## src/rtl/ttl_pkg.sv

```systemverilog
// Shared definitions for the TTL-style encoder/decoder family.
//   NUM_LINES / VEC_W : request line count and encoded vector width
//   state_t           : arbitration FSM states
//   prio_enc8         : {valid, index} of the highest set bit of an 8-bit word
package ttl_pkg;

  localparam int NUM_LINES = 8;
  localparam int VEC_W     = 3;

  typedef enum logic {
    IDLE = 1'b0,
    PEND = 1'b1
  } state_t;

  // Bit 7 has the highest priority; MSB of the result is the valid flag.
  function automatic logic [VEC_W:0] prio_enc8(input logic [NUM_LINES-1:0] v);
    logic [VEC_W:0] r;
    casez (v)
      8'b1???????: r = 4'b1_111;
      8'b01??????: r = 4'b1_110;
      8'b001?????: r = 4'b1_101;
      8'b0001????: r = 4'b1_100;
      8'b00001???: r = 4'b1_011;
      8'b000001??: r = 4'b1_010;
      8'b0000001?: r = 4'b1_001;
      8'b00000001: r = 4'b1_000;
      default:     r = 4'b0_000;
    endcase
    return r;
  endfunction

endpackage

```

## src/rtl/ttl_sync2.sv

```systemverilog
// Generic two-flop synchroniser.
//   clk   : destination clock
//   rst   : asynchronous active-high reset, loads RST_VAL into both stages
//   i_d   : asynchronous input, W bits
//   o_q   : synchronised output, W bits
module ttl_sync2 #(
  parameter int           W       = 1,
  parameter logic [W-1:0] RST_VAL = '0
) (
  input  logic         clk,
  input  logic         rst,
  input  logic [W-1:0] i_d,
  output logic [W-1:0] o_q
);

  logic [W-1:0] r_meta;
  logic [W-1:0] r_sync;

  always_ff @(posedge clk or posedge rst) begin
    if (rst) begin
      r_meta <= RST_VAL;
      r_sync <= RST_VAL;
    end else begin
      r_meta <= i_d;
      r_sync <= r_meta;
    end
  end

  assign o_q = r_sync;

endmodule

```

## src/rtl/irq_priority_encoder.sv

```systemverilog
// Eight-line priority interrupt encoder with in-service tracking and
// 74148-style cascade outputs.
//   clk, rst : clock, asynchronous active-high reset
//   R_n      : active-low asynchronous request lines
//   EI_n     : active-low enable; high blocks new arbitration
//   MASK_WE  : mask write strobe, MASK_D : mask data (1 masks a line)
//   ACK      : CPU acknowledge of the presented vector
//   EOI      : end-of-interrupt, clears the highest in-service level
//   A        : registered vector, INT_n : registered active-low request
//   GS_n     : low when enabled and any unmasked request is active
//   EO_n     : low when enabled and no unmasked request is active
//   ISR      : in-service register
module irq_priority_encoder
  import ttl_pkg::*;
(
  input  logic                 clk,
  input  logic                 rst,
  input  logic [NUM_LINES-1:0] R_n,
  input  logic                 EI_n,
  input  logic                 MASK_WE,
  input  logic [NUM_LINES-1:0] MASK_D,
  input  logic                 ACK,
  input  logic                 EOI,
  output logic [VEC_W-1:0]     A,
  output logic                 INT_n,
  output logic                 GS_n,
  output logic                 EO_n,
  output logic [NUM_LINES-1:0] ISR
);

  logic [NUM_LINES-1:0] w_rn_sync;
  logic [NUM_LINES-1:0] w_req;
  logic [VEC_W:0]       w_win;
  logic [VEC_W:0]       w_top;
  logic                 w_elig;
  state_t               w_state_nxt;
  logic [VEC_W-1:0]     w_a_nxt;
  logic [NUM_LINES-1:0] w_isr_nxt;

  state_t               r_state;
  logic [VEC_W-1:0]     r_a;
  logic                 r_int_n;
  logic                 r_gs_n;
  logic                 r_eo_n;
  logic [NUM_LINES-1:0] r_mask;
  logic [NUM_LINES-1:0] r_isr;

  // Idle request level is high, so synchronisers reset to all ones.
  ttl_sync2 #(
    .W       (NUM_LINES),
    .RST_VAL ({NUM_LINES{1'b1}})
  ) u_sync (
    .clk (clk),
    .rst (rst),
    .i_d (R_n),
    .o_q (w_rn_sync)
  );

  assign w_req = ~w_rn_sync & ~r_mask;
  assign w_win = prio_enc8(w_req);
  assign w_top = prio_enc8(r_isr);

  // Only strictly higher levels may nest above the current in-service level.
  assign w_elig = !EI_n && w_win[VEC_W] &&
                  (!w_top[VEC_W] || (w_win[VEC_W-1:0] > w_top[VEC_W-1:0]));

  always_comb begin
    w_state_nxt = r_state;
    w_a_nxt     = r_a;
    unique case (r_state)
      IDLE: begin
        if (w_elig) begin
          w_state_nxt = PEND;
          w_a_nxt     = w_win[VEC_W-1:0];
        end
      end
      PEND: begin
        // A latched vector is always delivered; only ACK leaves this state.
        if (ACK) w_state_nxt = IDLE;
      end
      default: w_state_nxt = IDLE;
    endcase
  end

  // EOI acts on the old top level before ACK adds the new one.
  always_comb begin
    w_isr_nxt = r_isr;
    if (EOI && w_top[VEC_W]) w_isr_nxt[w_top[VEC_W-1:0]] = 1'b0;
    if ((r_state == PEND) && ACK) w_isr_nxt[r_a] = 1'b1;
  end

  always_ff @(posedge clk or posedge rst) begin
    if (rst) begin
      r_state <= IDLE;
      r_a     <= '0;
      r_int_n <= 1'b1;
      r_gs_n  <= 1'b1;
      r_eo_n  <= 1'b1;
      r_mask  <= '0;
      r_isr   <= '0;
    end else begin
      r_state <= w_state_nxt;
      r_a     <= w_a_nxt;
      r_int_n <= (w_state_nxt != PEND);
      r_gs_n  <= !(!EI_n && (|w_req));
      r_eo_n  <= !(!EI_n && !(|w_req));
      if (MASK_WE) r_mask <= MASK_D;
      r_isr   <= w_isr_nxt;
    end
  end

  assign A     = r_a;
  assign INT_n = r_int_n;
  assign GS_n  = r_gs_n;
  assign EO_n  = r_eo_n;
  assign ISR   = r_isr;

endmodule

```

## config.mk

```make
export PLATFORM = sky130hd
export DESIGN_NAME = irq_priority_encoder
export DESIGN_NICKNAME = d
export VERILOG_FILES = /design/src/rtl/ttl_pkg.sv /design/src/rtl/ttl_sync2.sv /design/src/rtl/irq_priority_encoder.sv
export SDC_FILE = /design/constraint.sdc
export NUM_CORES = 1
export LEC_CHECK = 0
export CAP_MARGIN = 20
export CORE_MARGIN = 2
export CORE_UTILIZATION = 52
export CTS_CLUSTER_SIZE = 25
export DETAILED_ROUTE_END_ITERATION = 12
export PLACE_DENSITY = 0.88
export SLEW_MARGIN = 20
export SYNTH_ARGS = -nofsm -noshare
export SYNTH_HDL_FRONTEND = slang
export SYNTH_SLANG_ARGS = --single-unit
export TNS_END_PERCENT = 100
```

## constraint.sdc

```tcl
create_clock -name clk -period 4.6 [get_ports clk]
set_input_delay 0.92 -clock clk [delete_from_list [all_inputs] [get_ports clk]]
set_output_delay 0.92 -clock clk [all_outputs]
set_load 0.005 [all_outputs]
```

### After elaboration in Yosys (flattened, before gate mapping)

Index checks and enable logic that the tools add are counted.

| storage, ports and cells | value |
|---|---|
| register bits | 39 |
| output and inout bits | 14 |

| cells by class | value |
|---|---|
| bitwise logic cells | 8 |
| equality and inequality tests | 14 |
| reduce and logical (&&, ||, !) cells | 16 |
| magnitude comparators | 5 |
| mux-type cells | 11 |

Operators with widths:

| operator | count |
|---|---|
| one-hot mux 4 bit (8 select lines) | 2 |
| inverter 8 bit | 3 |
| AND 8 bit | 2 |
| equality test 8 x 1 -> 1 bit (second input constant) | 2 |
| two-way mux 8 bit | 2 |
| equality test 7 x 1 -> 1 bit (second input constant) | 2 |
| equality test 6 x 1 -> 1 bit (second input constant) | 2 |
| equality test 5 x 1 -> 1 bit (second input constant) | 2 |
| equality test 4 x 1 -> 1 bit (second input constant) | 2 |
| logical AND 1 bit | 8 |
| < comparator 3 x 4 -> 1 bit (second input constant) | 2 |
| bitwise OR 8 bit | 1 |
| OR reduction 8 bit | 1 |
| demux 1 bit (select 3 bit) | 2 |
| equality test 3 x 1 -> 1 bit (second input constant) | 2 |
| >= comparator 3 x 1 -> 1 bit (second input constant) | 2 |
| zero test 1 bit | 5 |
| equality test 2 x 1 -> 1 bit (second input constant) | 2 |
| two-way mux 1 bit | 4 |
| > comparator 3 bit | 1 |
| inverter 1 bit | 2 |
| one-hot mux 1 bit (2 select lines) | 1 |
| AND reduction 2 bit | 1 |
| logical OR 1 bit | 1 |

### Depth between registers and ports, before layout

| logic depth | value |
|---|---|
| depth in word-level cells | 11 |
| depth in mapped cells | 10 |

### Cells and area by module

Synthesis repeated with hierarchy kept, for this count alone.

| unflattened totals | value |
|---|---|
| cell total of the unflattened synthesis | 117 |
| area, all modules | 1,534.0 µm² |

Modules (own cells, without submodules):

| module | area each (µm²) | times used | cells each |
|---|---|---|---|
| irq_priority_encoder | 1,109.8 | 1 | 100 |
| ttl_sync2 | 424.2 | 1 | 17 |

### Least setup slack after synthesis

No wires, ideal clock.

| timing | value |
|---|---|
| kind | reg2reg |
| from | register r_isr[4], in the netlist ISR[4] |
| to | register r_a[1], in the netlist A[1] |
| library setup time | 125 ps |
| data arrival time | 2,403 ps |
| stages on the path, launching flop included | 11 |
| setup slack | 2,073 ps |
| period minus slack after synthesis | 2,527 ps |
| cells stage by stage | dfrtp_1 inv_1 a21oi_1 o21ai_0 or2_2 ha_1 nor2b_1 o21a_1 o21ai_0 a2111oi_4 mux2_2 |

| between the ends | value |
|---|---|
| cells in the longest elaborated chain, start to end | 6 |
| elaborated cells between the ends (all ways) | 11 |
| classes of those cells | order compare (1); eq/ne (5); mux (1); reduce/logical (4) |

Ends and longest elaborated chain:

| what | line | text |
|---|---|---|
| start: declaration | irq_priority_encoder.sv:46 | `logic [NUM_LINES-1:0] r_isr;` |
| start signal: assignment | irq_priority_encoder.sv:108 | `r_isr <= w_isr_nxt;` |
| equality test 8 x 1 -> 1 bit (tied with other cells) | ttl_pkg.sv:18 | `casez (v)` |
| one-hot mux 4 bit (8 select lines) * | ttl_pkg.sv:18 |  |
| > comparator 3 bit / zero test 1 bit (equally long branches) | irq_priority_encoder.sv:65 | `(!w_top[VEC_W] \|\| (w_win[VEC_W-1:0] > w_top[VEC_W-1:0]));` |
| logical OR 1 bit * | irq_priority_encoder.sv:65 |  |
| logical AND 1 bit * | irq_priority_encoder.sv:64 | `assign w_elig = !EI_n && w_win[VEC_W] &&` |
| AND reduction 2 bit (no source line) * | n/a |  |
| end signal: assignment | irq_priority_encoder.sv:103 | `r_a <= w_a_nxt;` |
| end: declaration | irq_priority_encoder.sv:41 | `logic [VEC_W-1:0] r_a;` |

Every way passes the cells marked *; elsewhere a longest branch is shown, timed or not.
A chain may end at the register's enable or synchronous reset.

### Worst setup path in the final report

| timing | value |
|---|---|
| from | register r_isr[4], in the netlist ISR[4] |
| to | register r_a[2], in the netlist A[2] |

The elaborated chain is that of the path after synthesis.

==> results_dict.tcl <==
set metrics [dict create \
    status "finished, violations left" \
    violations "DRC" \
    synth_area_leader_cell "dfrtp_1" \
    cp.arrival_ns 3.09 \
    grt_max_degree 40 \
    synth_ff_type "dfrtp_1" \
    crit_path_start_kind "register" \
    worstMarginPinSlew_ns 0.545 \
    area_growth_pct 29.8 \
    leakagePower_uw 0.000818 \
    whs_ns 0.360 \
    fillers 206 \
    cts_resized 0 \
    pre_cts_ws_ns 1.78 \
    core_area_um2 2810 \
    async_flop_share_pct 100 \
    initial_utilization_pct 55.6 \
    power_density_nw_per_um2 580 \
    clockRootBuffer "clkbuf_4" \
    max_freq_mhz 352 \
    final-setup-viol-count 0 \
    num_antenna_cells 0 \
    end_kind "register" \
    yosys.area.top_type_share_pct 32.1 \
    cts_setup_buffers 0 \
    synth_edf_count 0 \
    synth-seq-cells 39 \
    yosys_warnings 0 \
    min_path_type "reg2reg" \
    num_rows 19 \
    rsz0062_at_grt "no" \
    cts_buffer_depth 2 \
    synthTopCellsByArea "dfrtp_1 (32%), dfstp_2 (32%), mux2_2 (7.2%)" \
    clk_pin_slew_ns 0.12 \
    drtPass1Iterations 8 \
    crit_required_ns 4.85 \
    dp_hpwl_um 2270 \
    ys_types 33 \
    globalRouteOverflowTotal 0 \
    setup_tns_ns 0 \
    final_antenna_net_count 0 \
    syn_area_um2 1560 \
    boundaryPins 36 \
    fin_nets 183 \
    worst_slack_ns 1.76 \
    yosysMostFrequentCell "dfrtp_1" \
    cts_buffers 5 \
    grt_pass1_wl_um 5250 \
    synth_nets 141 \
    drc 4 \
    route.vias.total 1118 \
    hold_viol 0 \
    avgSynthCellArea_um2 13.5 \
    die_w_um 58.8 \
    post-route-period-util_pct 61.7 \
    cp_max_fo 5 \
    cts_tree "yes" \
    skew_ns 0.0148 \
    clk_latency_ns 0.35 \
    grt_pass1_vias 1188 \
    via_per_inst 5.88 \
    wl_per_cell_um 15.8 \
    slew_headroom_pct 63.4 \
    grt_use_total_pct 21.0 \
    slew_viol_final 0 \
    dp.cells 182 \
    criticalPathCategory "reg2reg" \
    gp_congestion 0.853 \
    clock_sinks 39 \
    final_util_pct 72.2 \
    htreeDepth 2 \
    synth_seq_area_share_pct 64.1 \
    cap_viol_max_count 0 \
    drt-initial-drc-count 72 \
    min_period_ns 2.84 \
    drive_gt1_share_pct 28.9 \
    antenna_found_initial 0 \
    ir_drop_uv 245 \
    ctsHoldBuffers 0 \
    postSynthCellCount 116 \
    wirelength_um 3000 \
    portBuffers 35 \
    die_area_um2 3450 \
    die_y_um 58.8 \
    synth_common_cells "dfrtp_1 (20), dfstp_2 (19), mux2_2 (10)" \
    final_cells 190 \
]
==> critical path, cell delays in order (launching register included) <==
cell and delay (ns):
dfrtp_1 0.47, inv_1 0.10, a21oi_1 0.14, o21ai_0 0.19, or2_2 0.36, ha_1 0.18, nor2b_1 0.13, o21a_1 0.12
o21ai_0 0.13, a2111oi_4 0.54, mux2_2 0.39
==> cells by family after synthesis <==
| kind of cell | after synthesis | share of synthesized area [%] |
|---|---|---|
| fa+ha+maj | 3 | 2.41 |
| flops | 39 | 64.1 |
| simple gates | 29 | 10.6 |
| mux | 11 | 7.86 |
| buf+inv | 6 | 1.44 |
| compound gates | 28 | 13.6 |
==> power breakdown <==
| group | switching [uW] | total [uW] | internal (uW) | leakage (uW) |
|---|---|---|---|---|
| Combinational | 217 | 475 | 259 | 0.000333 |
| Clock | 109 | 199 | 89.3 | 0.0000375 |
| Sequential | 83.5 | 501 | 418 | 0.000448 |
| Total | 410 | 1180 | 766 | 0.000818 |
==> stage by stage <==
stage	area, um2	total power, uW
3_5_place_dp	1950	982
6_report	2030	1180
5_1_grt	2030	1260
2_1_floorplan	1560	782
3_3_place_gp	1950	953
4_1_cts	2030	1180
==> cell type report <==
| cell class | count | area, um2 | share of cell area (%) |
|---|---|---|---|
| Inverter | 5 | 18.8 | 0.926 |
| Tap cell | 31 | 38.8 | 1.91 |
| Clock inverter | 1 | 7.51 | 0.371 |
| Timing Repair Buffer | 36 | 358 | 17.7 |
| Multi-Input combinational cell | 71 | 538 | 26.6 |
| Clock buffer | 7 | 65.1 | 3.21 |
| Sequential cell | 39 | 1000 | 49.4 |
==> registers in the layout, summed over array words and instances (netlist names) <==
signal / cells
INT_n: 1
u_sync.r_meta: 8
EO_n: 1
ISR: 8
GS_n: 1
r_mask: 8
r_state: 1
u_sync.o_q: 8
A: 3
==> layer usage <==
layer | wire length [um] | vias up | GRT usage [%]
li1 | - | 506 | -
met1 | 1110 | 545 | 23.4
met2 | 1580 | 53 | 34.8
met3 | 216 | 14 | 7.25
met4 | 92 | 0 | 12.3
met5 | 0 | - | 0
==> cell usage in the layout, fill, tap and decap left out, drive strengths merged <==
| master | Yosys | layout |
|---|---|---|
| nor3 | 1 | 1 |
| buf | 0 | 1 |
| inv | 5 | 5 |
| nand2 | 8 | 8 |
| nor2b | 1 | 1 |
| dfrtp | 20 | 20 |
| o21a | 2 | 2 |
| o22a | 1 | 1 |
| o22ai | 4 | 4 |
| and2 | 1 | 1 |
| o31a | 1 | 1 |
| o221ai | 2 | 2 |
| mux2i | 1 | 1 |
| dfstp | 19 | 19 |
| or2 | 2 | 2 |
| a2111oi | 1 | 1 |
| o32ai | 2 | 2 |
| a21oi | 2 | 2 |
| nor2 | 4 | 4 |
| o31ai | 1 | 1 |
| nand3b | 1 | 1 |
| nand3 | 4 | 4 |
| clkinvlp | 0 | 1 |
| clkdlybuf4s50 | 0 | 35 |
| nor4 | 3 | 3 |
| o2bb2ai | 2 | 2 |
| o21ai | 8 | 8 |
| mux2 | 10 | 10 |
| nand2b | 3 | 3 |
| o211ai | 1 | 1 |
| a21o | 1 | 1 |
| clkbuf | 1 | 7 |
| ha | 3 | 3 |
| and3 | 1 | 1 |
==> worst paths after layout <==
path / startpoint / to / slack (ns) / cells past startpoint
setup / recovery: ISR[4]$_DFF_PP0_ / A[2]$_DFFE_PP0P_ / 1.76 / 10
hold / removal: u_sync.r_meta[6]$_DFF_PP1_ / u_sync.o_q[6]$_DFF_PP1_ / 0.36 / 0
setup reg to reg: ISR[4]$_DFF_PP0_ / A[2]$_DFFE_PP0P_ / 1.76 / 10
hold reg to reg: u_sync.r_meta[6]$_DFF_PP1_ / u_sync.o_q[6]$_DFF_PP1_ / 0.36 / 0
max in group asynchronous: rst / u_sync.r_meta[1]$_DFF_PP1_ / 3.26 / 3
min in group asynchronous: rst / A[0]$_DFFE_PP0P_ / 0.98 / 3
No activity file was read; power rests on OpenSTA's default activity.
